**src/rtl/alu_exec_stage_pkg.sv**
```systemverilog
// Shared ALU execute-stage definitions: opcode mnemonics and the flag bundle.
// Latency: none (type and constant definitions only).
// Backpressure: not applicable.
package definitions;

  // Opcode encoding presented on in_op.
  typedef enum logic [2:0] {
    kADD = 3'd0,
    kSUB = 3'd1,
    kLSH = 3'd2,
    kRSH = 3'd3,
    kXOR = 3'd4,
    kORR = 3'd5,
    kCLR = 3'd6,
    kRXR = 3'd7
  } op_mne;

  // Result flags produced alongside every ALU result.
  typedef struct packed {
    logic carry;  // carry out for ADD, no-borrow for SUB, 0 otherwise
    logic zero;   // result == 0
  } flags_t;

endpackage

```
**src/rtl/alu_exec_stage_alu_core.sv**
```systemverilog
// Combinational ALU evaluation between the operand and result registers.
// Latency: 0 cycles (purely combinational).
// Backpressure: none; the enclosing stage decides when the result is captured.
// Ports: op/a/b operation in; result, carry, zero out.
module alu_core
  import definitions::*;
#(
  parameter int W = 8
) (
  input  op_mne        op,
  input  logic [W-1:0] a,
  input  logic [W-1:0] b,
  output logic [W-1:0] result,
  output logic         carry,
  output logic         zero
);

  // One extra bit so the adder's carry-out falls out of the sum directly.
  logic [W:0] sum;
  assign sum = {1'b0, a} + {1'b0, b};

  always_comb begin
    result = '0;
    carry  = 1'b0;
    unique case (op)
      kADD: begin
        result = sum[W-1:0];
        carry  = sum[W];
      end
      kSUB: begin
        result = a - b;
        carry  = (a >= b);  // no-borrow sense: 1 when A >= B unsigned
      end
      kLSH: result = a << b[2:0];
      kRSH: result = a >> b[2:0];
      kXOR: result = a ^ b;
      kORR: result = a | b;
      kCLR: result = '0;
      kRXR: result = {{(W-1){1'b0}}, ^a};
      default: result = '0;
    endcase
  end

  assign zero = (result == '0);

endmodule

```
**src/rtl/alu_exec_stage.sv**
```systemverilog
// Two-stage ALU execute pipeline: operand register (S1), ALU, result register (S2).
// Latency: op accepted at edge N has out_valid=1 after edge N+1; one op/cycle sustained.
// Backpressure: out_ready=0 fills S2 then S1; in_ready drops only when S1 cannot advance.
// Ports: Clk/Reset_n; in_valid/in_ready/in_op/in_a/in_b upstream;
//        out_valid/out_ready/out_result (+ out_carry/out_zero) downstream.
// Build option: define ALU_FLAGS_EN to add the out_carry/out_zero flag outputs.
module alu_exec_stage
  import definitions::*;
#(
  parameter int W = 8
) (
  input  logic         Clk,
  input  logic         Reset_n,
  input  logic         in_valid,
  output logic         in_ready,
  input  op_mne        in_op,
  input  logic [W-1:0] in_a,
  input  logic [W-1:0] in_b,
  output logic         out_valid,
  input  logic         out_ready,
  output logic [W-1:0] out_result
`ifdef ALU_FLAGS_EN
  ,
  output logic         out_carry,
  output logic         out_zero
`endif
);

  // S1: captured operation.
  logic         s1_valid;
  op_mne        s1_op;
  logic [W-1:0] s1_a;
  logic [W-1:0] s1_b;

  // S2: captured result.
  logic         s2_valid;
  logic [W-1:0] s2_result;

  // ALU outputs.
  logic [W-1:0] core_result;
  flags_t       core_flags;

  logic accept;
  logic s2_load;

  // S2 takes S1 whenever S2 is empty or its current content leaves this cycle.
  assign s2_load  = s1_valid && (!s2_valid || out_ready);
  // S1 is free if empty or draining into S2; depends on out_ready, never on in_valid.
  assign in_ready = !s1_valid || s2_load;
  assign accept   = in_valid && in_ready;

  always_ff @(posedge Clk or negedge Reset_n) begin
    if (!Reset_n) begin
      s1_valid <= 1'b0;
      s1_op    <= kADD;
      s1_a     <= '0;
      s1_b     <= '0;
    end else if (accept) begin
      s1_valid <= 1'b1;
      s1_op    <= in_op;
      s1_a     <= in_a;
      s1_b     <= in_b;
    end else if (s2_load) begin
      s1_valid <= 1'b0;
    end
  end

  alu_core #(.W(W)) u_alu_core (
    .op     (s1_op),
    .a      (s1_a),
    .b      (s1_b),
    .result (core_result),
    .carry  (core_flags.carry),
    .zero   (core_flags.zero)
  );

  always_ff @(posedge Clk or negedge Reset_n) begin
    if (!Reset_n) begin
      s2_valid  <= 1'b0;
      s2_result <= '0;
    end else if (s2_load) begin
      s2_valid  <= 1'b1;
      s2_result <= core_result;
    end else if (out_ready) begin
      s2_valid  <= 1'b0;  // consumed with nothing behind it
    end
  end

  assign out_valid  = s2_valid;
  assign out_result = s2_result;

`ifdef ALU_FLAGS_EN
  flags_t s2_flags;

  always_ff @(posedge Clk or negedge Reset_n) begin
    if (!Reset_n) begin
      s2_flags <= '0;
    end else if (s2_load) begin
      s2_flags <= core_flags;
    end
  end

  assign out_carry = s2_flags.carry;
  assign out_zero  = s2_flags.zero;
`else
  // Flags are still computed by the shared core but go nowhere in this build.
  flags_t flags_unused;
  assign flags_unused = core_flags;
`endif

endmodule

```
**config.mk**
```make
export PLATFORM = sky130hd
export DESIGN_NAME = alu_exec_stage
export DESIGN_NICKNAME = d
export VERILOG_FILES = /design/src/rtl/alu_exec_stage_pkg.sv /design/src/rtl/alu_exec_stage_alu_core.sv /design/src/rtl/alu_exec_stage.sv
export SDC_FILE = /design/constraint.sdc
export NUM_CORES = 1
export LEC_CHECK = 0
export CORE_AREA = 4 4 73 75
export CTS_CLUSTER_DIAMETER = 150
export CTS_CLUSTER_SIZE = 8
export DETAILED_ROUTE_END_ITERATION = 6
export DIE_AREA = 0 0 77 79
export GPL_ROUTABILITY_DRIVEN = 0
export GPL_TIMING_DRIVEN = 0
export PLACE_DENSITY_LB_ADDON = 0.05
export SLEW_MARGIN = 25
export SYNTH_ARGS = -nofsm -noshare
export SYNTH_HDL_FRONTEND = slang
export SYNTH_SLANG_ARGS = --single-unit
```
**constraint.sdc**
```tcl
create_clock -name Clk -period 6.3 [get_ports Clk]
set_clock_uncertainty 0.1 [all_clocks]
set_input_delay 1.26 -clock Clk [delete_from_list [all_inputs] [get_ports Clk]]
set_output_delay 1.26 -clock Clk [all_outputs]
set_load 0.1 [all_outputs]
```
==> flow_metrics.tcl, run 1 <==
set metrics [dict create \
    status "completed" \
    synth_ff_type "dfrtp_1" \
    crit_arrival_ns 3.02 \
    insertion_delay_ns 0.29 \
    synthToLayoutAreaGrowth_pct 18.71 \
    worstSetupPathType "input port to primary output" \
    cts_made_buffers 5 \
    syn_area_sq_um 2487 \
    drv_slew 0 \
    start_util_pct 53.37 \
    clockBufferDepth 2 \
    top_layer_used "met4" \
    portBuffers 32 \
    num-nets-final 344 \
    crit_start "out_ready" \
    wire_per_inst_um 17.81 \
    cts_tree "yes" \
    cts_resized 0 \
    critPathCaptureType "primary output" \
    grt_start_max_net_pins 30 \
    route.detailed.drc 0 \
    cts_hold_buf 0 \
    async_flop_share_pct 100.0 \
    floorplan.rows 25 \
    swShare_pct 48.47 \
    pin_count 33 \
    hpwl_mm 4.822 \
    cap_violations 0 \
    core_area_sq_um 4661 \
    p_sw_w 0.0004981 \
    hp-class "register to register" \
    maxSlewHeadroom_pct 35.26 \
    grt_pass1_wl_mm 10.44 \
    ys_types 56 \
    critical_path.max_fanout 3 \
    synth_cells 264 \
    crit_path_start_kind "input port" \
    finalSetupViolations 0 \
    layout_commonest_cell "clkdlybuf4s50_1" \
    rsz0062_at_grt "no" \
    grt_pass1_vias 1987 \
    fin_total_pwr_w 0.001028 \
    r2r-start "s1_b[0]" \
    crit_required_ns 4.94 \
    route.met2.wl_mm 2.842 \
    synth_fp_nets 305 \
    comb_power_share_pct 59.5 \
    antenna_found_initial 0 \
    antenna_cells 0 \
    finalCritPeriodShare_pct 69.55 \
    synth.avg_cell_area_sq_um 9.422 \
    globalRouteOverflowTotal 0 \
    hold_violations 0 \
    setup_tns_ns 0 \
    routed_via_density 6.134 \
    htree_levels 2 \
    min_from "out_result[4]" \
    postRouteAntennaNets 0 \
    final_cell_mix "clkdlybuf4s50_1 (31), dfrtp_1 (29), nand2_1 (22), inv_1 (17), ha_1 (17)" \
    ys_top_cells_by_area "dfrtp_1 (29%), ha_1 (8.6%), mux2_1 (5.9%)" \
    die_area_sq_um 6083 \
    die_x_um 77 \
    cts_root_buf "clkbuf_8" \
    ir_worst_vdd_mv 0.2141 \
    intPower_w 0.0005296 \
    finalCriticalPeriod_ns 4.382 \
    grtUsageTotal_pct 22.11 \
    synth_edf_count 0 \
    cts.sinks 29 \
    drt_wl_total_mm 6.377 \
    worstMarginPinSlew_ns 0.9681 \
    first_pass_iters 6 \
    synth_seq_cells 29 \
    share_seq_of_total_power_pct 25.8 \
    drtIter0Drc 311 \
    power_leakage_nw 1.237 \
    yosysWarnings 0 \
    synth_top_area_share_pct 29.18 \
    ys_seq_area_share_pct 29.18 \
    power.density_nw_per_um2 348.0 \
    fp.dieH_um 79 \
    synth_top_area_cell "dfrtp_1" \
    post-cts-setup-buffer-count 0 \
    n_fill_cell 402 \
    clkPwrFrac_pct 14.7 \
    wl_met1_mm 2.722 \
    clkSlewWorstSetupHoldPaths_ns 0.06 \
    met3_wirelength_um 577 \
    vias 2196 \
    fmaxAchievable_mhz 228.2 \
    drive_above_1_share_pct 12.50 \
]
registers in the layout, summed over array words and instances, names as in the netlist:
register    cells
out_valid       1
s1_op           3
s1_valid        1
out_result      8
s1_b            8
s1_a            8
cell families after synthesis:
kind of cell | after synthesis | share of synthesized area [%]
and+or+nand+nor | 72 | 14.79
AOI/OAI and AO/OA | 59 | 16.45
muxes | 37 | 18.56
buffers and inverters | 33 | 6.036
DFF | 29 | 29.18
adders and majority gates | 18 | 9.356
xor gates and xnor gates | 16 | 5.634
per-stage QoR:
stage                     worst slack, ns  util, %  hold WS, ns  cells  instance area, sq um
after CTS                           1.912    63.36       0.4136    358                  2953
after floorplan                     2.721        -       0.3931    264                  2487
after global placement              1.920    61.69       0.3923    350                  2875
after global routing                1.886    63.36       0.4240    358                  2953
after detailed placement            1.917    61.58       0.3993    350                  2870
final                               1.918    63.36       0.4102    358                  2953
final cells by class:
class	instances	area, sq um	share of cell area, %
clock buffers	6	72.57	2.458
multi-input cells	202	1612	54.58
plain buffers	14	78.83	2.669
inverters	19	71.32	2.415
repair buffers	32	315.3	10.68
well taps	54	67.56	2.288
flip-flops and latches	29	725.7	24.58
clock inverters	2	10.01	0.3390
final timing paths:
path                                       to  slack, ns  cells after the start
max in group asynchronous             s1_a[7]       4.78                      1
worst max register to register  out_result[5]       3.20                     12
min in group asynchronous       out_result[2]       0.90                      1
worst min register to register  out_result[4]       0.41                      1
worst max-delay path                 in_ready       1.92                      3
worst min-delay path            out_result[4]       0.41                      1
layer usage:
| metal | global-route usage, % | vias to the layer above |
|---|---|---|
| met5 | 0 | - |
| met4 | 9.075 | 0 |
| met3 | 3.741 | 23 |
| met2 | 35.37 | 123 |
| met1 | 29.80 | 1004 |
| li1 | - | 1046 |
power groups by stage:
stage                     Combinational (W)  Clock, W  Sequential [W]
after CTS                          0.000608  0.000153        0.000265
after global placement             0.000602         0        0.000267
final                              0.000611  0.000151        0.000265
after detailed placement           0.000605         0        0.000269
after global routing               0.000659  0.000163        0.000272
after floorplan                    0.000323         0        0.000406
Yosys cell counts (all sizes together), types with 2 or more instances:
master   instances
nor3b            3
ha              17
mux2            23
or4              2
dfrtp           29
nand2           22
o22a             2
o211ai           8
nand4            2
mux4             5
a41oi            2
o21a             2
clkbuf           3
xor2             3
xnor2           13
nor2b            6
buf             11
nand2b           6
nor2            16
nand3            4
a2111oi          2
nand3b           2
nor4             2
mux2i            9
o21ai           11
a311oi           3
a31oi            3
nor3             2
inv             18
o22ai            3
a21oi           12
worst max-delay path, cell delays in order:
cell	delay [ns]
clkdlybuf4s50_1	0.46
nand3b_1	0.15
clkdlybuf4s50_1	1.15
Power figures use the tool's default switching activity.
==> inputs of run 2 (changes only) <==
--- a/config.mk
+++ b/config.mk
@@ -5,11 +5,11 @@
 export SDC_FILE = /design/constraint.sdc
 export NUM_CORES = 1
 export LEC_CHECK = 0
-export CORE_AREA = 4 4 73 75
+export CORE_AREA = 4 4 76 78
 export CTS_CLUSTER_DIAMETER = 150
 export CTS_CLUSTER_SIZE = 8
 export DETAILED_ROUTE_END_ITERATION = 6
-export DIE_AREA = 0 0 77 79
+export DIE_AREA = 0 0 80 82
 export GPL_ROUTABILITY_DRIVEN = 0
 export GPL_TIMING_DRIVEN = 0
 export PLACE_DENSITY_LB_ADDON = 0.05
==> constraint.sdc (replaced) <==
create_clock -name Clk -period 4 [get_ports Clk]
set_clock_uncertainty 0.1 [all_clocks]
set_input_delay 0.8 -clock Clk [delete_from_list [all_inputs] [get_ports Clk]]
set_output_delay 0.8 -clock Clk [all_outputs]
set_load 0.1 [all_outputs]
==> flow_metrics.tcl, run 2 (same netlist as run 1, synthesis figures left out) <==
set metrics [dict create \
    fp.dieH_um 82 \
    holdPathStages 1 \
    antenna_cells 0 \
    hpwl_mm 4.933 \
    grt_pass1_vias 1943 \
    worstMarginPinSlew_ns 0.9713 \
    route.detailed.drc 0 \
    cts.sinks 29 \
    finalCriticalPeriod_ns 3.463 \
    critical_path.max_fanout 3 \
    dpl_cell_area_sq_um 2890 \
    antenna_found_initial 0 \
    min_from "out_result[4]" \
    maxSlewHeadroom_pct 35.04 \
    final_cell_mix "clkdlybuf4s50_1 (31), dfrtp_1 (29), nand2_1 (22), inv_1 (17), ha_1 (17)" \
    crit_required_ns 3.10 \
    n_fill_cell 499 \
    core_area_sq_um 5075 \
    crit_chain "clkdlybuf4s50_1 -> nand3b_1 -> clkdlybuf4s50_1" \
    die_x_um 80 \
    regArea_sq_um 725.7 \
    ir_worst_vdd_mv 0.4582 \
    rsz0062_at_grt "no" \
    whs_ns 0.4059 \
    cts_tree "yes" \
    grt_start_max_net_pins 30 \
    cpMostUsedCell "clkdlybuf4s50_1" \
    finalCritPeriodShare_pct 86.58 \
    cts_resized 0 \
    fmaxAchievable_mhz 288.8 \
    r2r_setup_slack_ns 1.01 \
    clkSlewWorstSetupHoldPaths_ns 0.07 \
    clockBufferDepth 2 \
    drtIter0Drc 254 \
    critPathCaptureType "primary output" \
    first_pass_iters 5 \
    cts_made_buffers 5 \
    wire_per_inst_um 17.05 \
    crit_path_start_kind "input port" \
    pin_count 33 \
    min_to "out_result[4]" \
    globalRouteOverflowTotal 0 \
    cts_root_buf "clkbuf_8" \
    portBuffers 32 \
    slowest_delay_ns 1.15 \
    floorplan.rows 26 \
    cp.buffers_inverters 2 \
    worstSetupPathType "input port to primary output" \
    drv_slew 0 \
    die_area_sq_um 6560 \
    critPathTopFamily "buffers and inverters" \
    power_leakage_nw 1.246 \
    dp_cells 366 \
    synthToLayoutAreaGrowth_pct 20.27 \
    htree_levels 2 \
    start_util_pct 49.01 \
    crit_arrival_ns 2.56 \
    postRouteAntennaNets 0 \
    num-nets-final 344 \
    cts_hold_buf 0 \
    grtUsageTotal_pct 20.79 \
    drive_above_1_share_pct 12.83 \
    drt_wl_total_mm 6.377 \
    multiInputGateArea_sq_um 1612 \
    r2r_end "out_result[5]" \
    worst_path_max_delay_cell "clkdlybuf4s50_1" \
    status "completed" \
    hold_violations 0 \
    layout_commonest_cell "clkdlybuf4s50_1" \
    insertion_delay_ns 0.28 \
    r2r-start "s1_b[0]" \
    r2r_cells 12 \
    post-cts-setup-buffer-count 0 \
    power.density_nw_per_um2 553.0 \
    vias 2166 \
    setup_tns_ns 0 \
    finalSetupViolations 0 \
    fin_area_sq_um 2992 \
    routed_via_density 5.791 \
    fin_cells 374 \
    grt_pass1_wl_mm 10.23 \
    cap_violations 0 \
    hp-class "register to register" \
]
[run 2: changes by cell type in the layout (fill, tap and decap cells not counted), sizes merged]
| cell | previous run | this run |
|---|---|---|
| clkbuf | 9 | 10 |
| clkinv | 3 | 2 |
[run 2: per-layer routing]
metal	global-route usage, %	share of wire, %
met2	33.53	48
met5	0	0
met4	6.081	1.1
met1	28.75	45
met3	3.399	6.4
[run 2: worst max-delay path by stage]
stage              start       end  slack, ns  cells after the start
5_1_grt        out_ready  in_ready       0.50                      3
4_1_cts        out_ready  in_ready       0.53                      3
3_3_place_gp   out_ready  in_ready       0.53                      3
6_report       out_ready  in_ready       0.54                      3
3_5_place_dp   out_ready  in_ready       0.54                      3
2_1_floorplan  out_valid   s1_b[1]       0.58                      4
[run 2: cell type report]
class | count | share of cell area (%)
inverters | 19 | 2.384
plain buffers | 14 | 2.635
clock buffers | 7 | 3.220
multi-input cells | 202 | 53.87
repair buffers | 32 | 10.54
flip-flops and latches | 29 | 24.26
clock inverters | 1 | 0.1673
well taps | 70 | 2.928
[run 2: through the flow]
stage               total power [W]  utilization [%]  worst slack [ns]
floorplan                  0.001148                -            0.5797
global placement           0.001376            57.05            0.5295
detailed placement         0.001384            56.95            0.5450
CTS                        0.001664            58.95            0.5319
global route               0.001761            58.95            0.5005
finish                     0.001654            58.95            0.5370
[run 2: power breakdown]
part	leakage [nW]	switching [W]	internal (W)	total, W
Combinational	0.856	0.000603	0.000361	0.000963
Clock	0.0542	0.000117	0.000155	0.000272
Sequential	0.336	0.0000648	0.000354	0.000419
Total	1.25	0.000784	0.000870	0.00165
